<file path="src/rtl/multicycle_control.sv">
// Multicycle main-control FSM: sequences FETCH..WRITEBACK, drives every datapath enable
// and alu_control, waits on the memory handshake and flags illegal opcodes and timeouts.
module multicycle_control #(
   parameter int unsigned MEM_TIMEOUT = 255,
   parameter int unsigned CNT_W       = 8
) (
   input  logic       clk,
   input  logic       rst_n,
   input  logic [5:0] opcode,
   input  logic [5:0] funct,
   input  logic       zout,
   input  logic       mem_ready,
   output logic [2:0] alu_control,
   output logic       alu_src_a,
   output logic [1:0] alu_src_b,
   output logic [1:0] pc_source,
   output logic       pc_en,
   output logic       iord,
   output logic       mem_read,
   output logic       mem_write,
   output logic       ir_write,
   output logic       reg_dst,
   output logic       mem_to_reg,
   output logic       reg_write,
   output logic       fault,
   output logic [3:0] state
);

   typedef enum logic [3:0] {
      FETCH    = 4'd0,
      DECODE   = 4'd1,
      MEM_ADDR = 4'd2,
      MEM_RD   = 4'd3,
      MEM_WB   = 4'd4,
      MEM_WR   = 4'd5,
      EXEC     = 4'd6,
      ALU_WB   = 4'd7,
      BRANCH   = 4'd8,
      JUMP     = 4'd9,
      ADDI_EX  = 4'd10,
      ADDI_WB  = 4'd11,
      TRAP     = 4'd15
   } state_t;

   localparam logic [5:0] OP_RTYPE = 6'h00;
   localparam logic [5:0] OP_LW    = 6'h23;
   localparam logic [5:0] OP_SW    = 6'h2B;
   localparam logic [5:0] OP_BEQ   = 6'h04;
   localparam logic [5:0] OP_ADDI  = 6'h08;
   localparam logic [5:0] OP_J     = 6'h02;

   localparam logic [2:0] ALU_ADD = 3'b010;
   localparam logic [2:0] ALU_SUB = 3'b110;

   // Timeout fires on the cycle the count would reach MEM_TIMEOUT (unused when MEM_TIMEOUT is 0).
   localparam logic [CNT_W-1:0] LIMIT_M1 = CNT_W'(MEM_TIMEOUT - 1);

   state_t           cur_state, next_state;
   logic [CNT_W-1:0] wait_cnt, wait_cnt_next;
   logic [2:0]       funct_alu;
   logic             funct_legal;
   logic             waiting;
   logic             timed_out;

   always_comb begin
      funct_legal = 1'b1;
      funct_alu   = 3'b000;
      case (funct)
         6'h24:   funct_alu = 3'b000;
         6'h25:   funct_alu = 3'b001;
         6'h20:   funct_alu = 3'b010;
         6'h26:   funct_alu = 3'b011;
         6'h27:   funct_alu = 3'b100;
         6'h00:   funct_alu = 3'b101;
         6'h22:   funct_alu = 3'b110;
         6'h2A:   funct_alu = 3'b111;
         default: funct_legal = 1'b0;
      endcase
   end

   assign waiting   = ((cur_state == FETCH) || (cur_state == MEM_RD) || (cur_state == MEM_WR))
                      && !mem_ready;
   assign timed_out = waiting && (MEM_TIMEOUT != 0) && (wait_cnt >= LIMIT_M1);

   always_comb begin
      next_state = cur_state;
      case (cur_state)
         FETCH:    if (mem_ready) next_state = DECODE;
                   else if (timed_out) next_state = TRAP;
         DECODE: begin
            case (opcode)
               OP_RTYPE:     next_state = funct_legal ? EXEC : TRAP;
               OP_LW, OP_SW: next_state = MEM_ADDR;
               OP_BEQ:       next_state = BRANCH;
               OP_ADDI:      next_state = ADDI_EX;
               OP_J:         next_state = JUMP;
               default:      next_state = TRAP;
            endcase
         end
         MEM_ADDR: next_state = (opcode == OP_SW) ? MEM_WR : MEM_RD;
         MEM_RD:   if (mem_ready) next_state = MEM_WB;
                   else if (timed_out) next_state = TRAP;
         MEM_WR:   if (mem_ready) next_state = FETCH;
                   else if (timed_out) next_state = TRAP;
         EXEC:     next_state = ALU_WB;
         ADDI_EX:  next_state = ADDI_WB;
         default:  next_state = FETCH;
      endcase
   end

   // Counter restarts on every state change and saturates instead of wrapping.
   always_comb begin
      wait_cnt_next = wait_cnt;
      if (next_state != cur_state)
         wait_cnt_next = '0;
      else if (waiting && (wait_cnt != '1))
         wait_cnt_next = wait_cnt + 1'b1;
   end

   always_ff @(posedge clk or negedge rst_n) begin
      if (!rst_n) begin
         cur_state <= FETCH;
         wait_cnt  <= '0;
      end else begin
         cur_state <= next_state;
         wait_cnt  <= wait_cnt_next;
      end
   end

   // Outputs are forced low combinationally while reset is held, even though FETCH is the reset state.
   always_comb begin
      alu_control = 3'b000;
      alu_src_a   = 1'b0;
      alu_src_b   = 2'b00;
      pc_source   = 2'b00;
      pc_en       = 1'b0;
      iord        = 1'b0;
      mem_read    = 1'b0;
      mem_write   = 1'b0;
      ir_write    = 1'b0;
      reg_dst     = 1'b0;
      mem_to_reg  = 1'b0;
      reg_write   = 1'b0;
      fault       = 1'b0;
      if (rst_n) begin
         case (cur_state)
            FETCH: begin
               mem_read    = 1'b1;
               alu_src_b   = 2'b01;
               alu_control = ALU_ADD;
               ir_write    = mem_ready;
               pc_en       = mem_ready;
            end
            DECODE: begin
               alu_src_b   = 2'b11;
               alu_control = ALU_ADD;
            end
            MEM_ADDR, ADDI_EX: begin
               alu_src_a   = 1'b1;
               alu_src_b   = 2'b10;
               alu_control = ALU_ADD;
            end
            MEM_RD: begin
               mem_read = 1'b1;
               iord     = 1'b1;
            end
            MEM_WB: begin
               reg_write  = 1'b1;
               mem_to_reg = 1'b1;
            end
            MEM_WR: begin
               mem_write = 1'b1;
               iord      = 1'b1;
            end
            EXEC: begin
               alu_src_a   = 1'b1;
               alu_control = funct_alu;
            end
            ALU_WB: begin
               reg_write = 1'b1;
               reg_dst   = 1'b1;
            end
            BRANCH: begin
               alu_src_a   = 1'b1;
               alu_control = ALU_SUB;
               pc_source   = 2'b01;
               pc_en       = zout;
            end
            JUMP: begin
               pc_source = 2'b10;
               pc_en     = 1'b1;
            end
            ADDI_WB:  reg_write = 1'b1;
            TRAP:     fault     = 1'b1;
            default:  ;
         endcase
      end
   end

   assign state = rst_n ? cur_state : 4'd0;

endmodule

</file>
<file path="config.mk">
export PLATFORM = sky130hd
export DESIGN_NAME = multicycle_control
export DESIGN_NICKNAME = d
export VERILOG_FILES = /design/src/rtl/multicycle_control.sv
export SDC_FILE = /design/constraint.sdc
export NUM_CORES = 1
export LEC_CHECK = 0
export ABC_AREA = 1
export CAP_MARGIN = 20
export CORE_MARGIN = 2
export CORE_UTILIZATION = 54
export CTS_BUF_LIST = sky130_fd_sc_hd__clkbuf_8
export CTS_CLUSTER_DIAMETER = 120
export DETAILED_ROUTE_END_ITERATION = 8
export PLACE_DENSITY = 0.95
export SLEW_MARGIN = 5
export SYNTH_ARGS = -nofsm -noshare
export SYNTH_HDL_FRONTEND = slang
export SYNTH_SLANG_ARGS = --single-unit
</file>
<file path="constraint.sdc">
create_clock -name clk -period 4.4 [get_ports clk]
set_input_delay 0.88 -clock clk [delete_from_list [all_inputs] [get_ports clk]]
set_output_delay 0.88 -clock clk [all_outputs]
set_load 0.005 [all_outputs]
</file>
==> run summary <==
P&R area growth vs syn: 31.9%
# setup viols final: 0
Fin crit period: 3.60 ns
Total power: 0.842 mW
Inst Count DP: 287
Synth cell types: 27
Reg2Reg Setup Slack: 2.45 ns
Syn. warnings: 0
Combinational share of power: 0.683
Hold path endpoint: wait_cnt[3]$_DFFE_PN0P_
Worst Skew: 0.00478 ns
Num rows: 18
Setup Buffers After CTS: 0
WL/cell: 11.5 µm
Final hold slack: 0.564 ns
Gr usage total: 0.235
Largest net degree at the start of global routing: 13
CTS H-Tree Depth: 1
CTS Hold Bufs: 0
Pleak: 0.860 nW
Period utilization: 0.818
Synthesized net count: 240
DRC: 0
Placed cell area: 0.00177 mm²
Cell internal pwr: 0.416 mW
Final wirelength: 3.35 mm
Via count of the first global-routing pass: 1295
Status: completed
Gpl congestion: 0.902
Post-route ant nets: 0
Layout Nets: 280
CTS tree: done
Mapped Area: 0.00137 mm²
DR pass1 iterations: 4
Synthesized flop and latch total: 12
Vias: 1516
P per Cell Area: 465 mW/mm²
Worst-path clk slew: 0.04 ns
Post-DP HPWL: 2.57 mm
Final worst slack: 0.801 ns
Post-synthesis sequential area ratio: 0.219
Latest clock arrival within the worst-skew pair: 0.24 ns
Crit start category: input port
Starting density of the core: 0.564
Die W: 54.4 µm
Post-Synthesis Cells: 222
Global-route wire length before repair: 5.18 mm
Sequential share of power: 0.204
Slew HR: 0.716
Root Driver: clkbuf_8
Core Footprint: 0.00243 mm²
Peak VDD IR: 0.344 mV
Most frequent cells in the layout: nand2_1, clkdlybuf4s50_1, inv_1, nor2_1, nand3_1
IO Count: 37
HP Start: wait_cnt[3]$_DFFE_PN0P_
Commonest non-fill, non-tap cell in the layout: nand2_1
Worst Path Arrival: 2.72 ns
Chip height: 54.4 µm
Post-layout util: 0.744
Max_cap viols: 0
P_sw: 0.426 mW
Crit Path Category: in -> out
Num CTS Buffers: 3
Post-route cell area: 0.00181 mm²
Max-slew violations: 0
R2R depth: 14
Critical path endpoint category: output pin
Syn Area/Cell: 6.18 µm²
Initial detailed-routing violation count: 42
Post_cts resized: 0
Finished Layout Cells: 290
Max FO, Critical Path: 7
Die footprint: 0.00296 mm²
Total negative setup slack: 0 ns
Hold Path Cell Cnt: 2
Reg-to-reg startpoint: cur_state[0]$_DFF_PN0_
RR Endpoint: wait_cnt[1]$_DFFE_PN0P_
N_diodes: 0
Slew @ Worst Pin: 0.425 ns
RSZ-0062 raised after global routing: false
Hold WC Path Type: reg -> reg
Data required, critical path: 3.52 ns
Port Buffer Count: 36
Switching Fraction: 0.506
Clock sinks: 12
Final hold vios: 0
Via/cell ratio: 5.23
Max Clock Freq: 278 MHz
Share of post-route cells with drive strength above 1: 0.162
Clock Power Share: 0.113
Initial antenna violation count: 0
Clock tree buffer depth: 2
Total gr overflow: 0
Setup WS pre-CTS: 0.827 ns
[cell families after synthesis]
kind of cell	share of synthesized area
AO/OA/AOI/OAI	0.0712
XOR/XNOR	0.0447
adder cells (fa/ha/maj)	0.0182
buffers and inverters	0.116
flip-flops	0.219
AND/OR/NAND/NOR	0.531
[layer usage]
metal  share of wire  routed length [µm]  vias to the layer above  GRT usage
met2            0.48                1620                       64      0.422
li1                -                   -                      783          -
met1            0.44                1460                      665      0.295
met3           0.070                 235                        4     0.0410
met4          0.0084                  28                        0     0.0458
met5               0                   0                        -          0
[power groups by stage]
| stage | registers (mW) | clock network (mW) | logic, mW |
|---|---|---|---|
| floorplan | 0.153 | 0 | 0.417 |
| global placement | 0.171 | 0 | 0.555 |
| detailed placement | 0.172 | 0 | 0.567 |
| CTS | 0.170 | 0.0988 | 0.572 |
| global route | 0.174 | 0.102 | 0.632 |
| finish | 0.172 | 0.0955 | 0.575 |
[flip-flops by register name (all words and copies together), names as in the netlist]
name	flops
cur_state	4
wait_cnt	8
[synthesized netlist by cell type, drive strengths merged]
library cell | number | area, µm²
o22ai | 2 | 12.5
xor2 | 4 | 35.0
buf | 1 | 5.00
o21ai | 6 | 30.0
nand3b | 2 | 15.0
ha | 2 | 25.0
clkbuf | 1 | 3.75
a31oi | 1 | 6.26
nand4 | 8 | 50.1
and2 | 1 | 6.26
xnor2 | 3 | 26.3
nand2 | 55 | 239
nor3 | 2 | 10.0
a21oi | 8 | 40.0
nor2 | 50 | 263
nand3 | 23 | 145
inv | 40 | 150
a41oi | 1 | 8.76
dfrtp | 12 | 300
[worst max-delay path, cell delays in order]
cell	delay, ns
clkdlybuf4s50_1	0.48
inv_1	0.04
nor2_1	0.31
nand3_1	0.16
nand2_1	0.11
o21ai_0	0.08
a21oi_1	0.14
clkdlybuf4s50_1	0.52
[layout make-up]
class                           count  area, µm²
Multi-Input combinational cell    168        912
Fill cell                         210        623
Timing Repair Buffer               37        368
Sequential cell                    12        300
Inverter                           40        150
Clock buffer                        3       41.3
Tap cell                           30       37.5
[how the worst max path moves through the flow]
stage | from | end | slack, ns
after floorplan | funct[5] | alu_control[1] | 1.93
after global placement | funct[5] | alu_control[1] | 0.85
after detailed placement | funct[5] | alu_control[1] | 0.83
after CTS | funct[5] | alu_control[1] | 0.82
after global routing | funct[5] | alu_control[1] | 0.64
final | funct[5] | alu_control[1] | 0.80
Power figures use the tool's default switching activity.
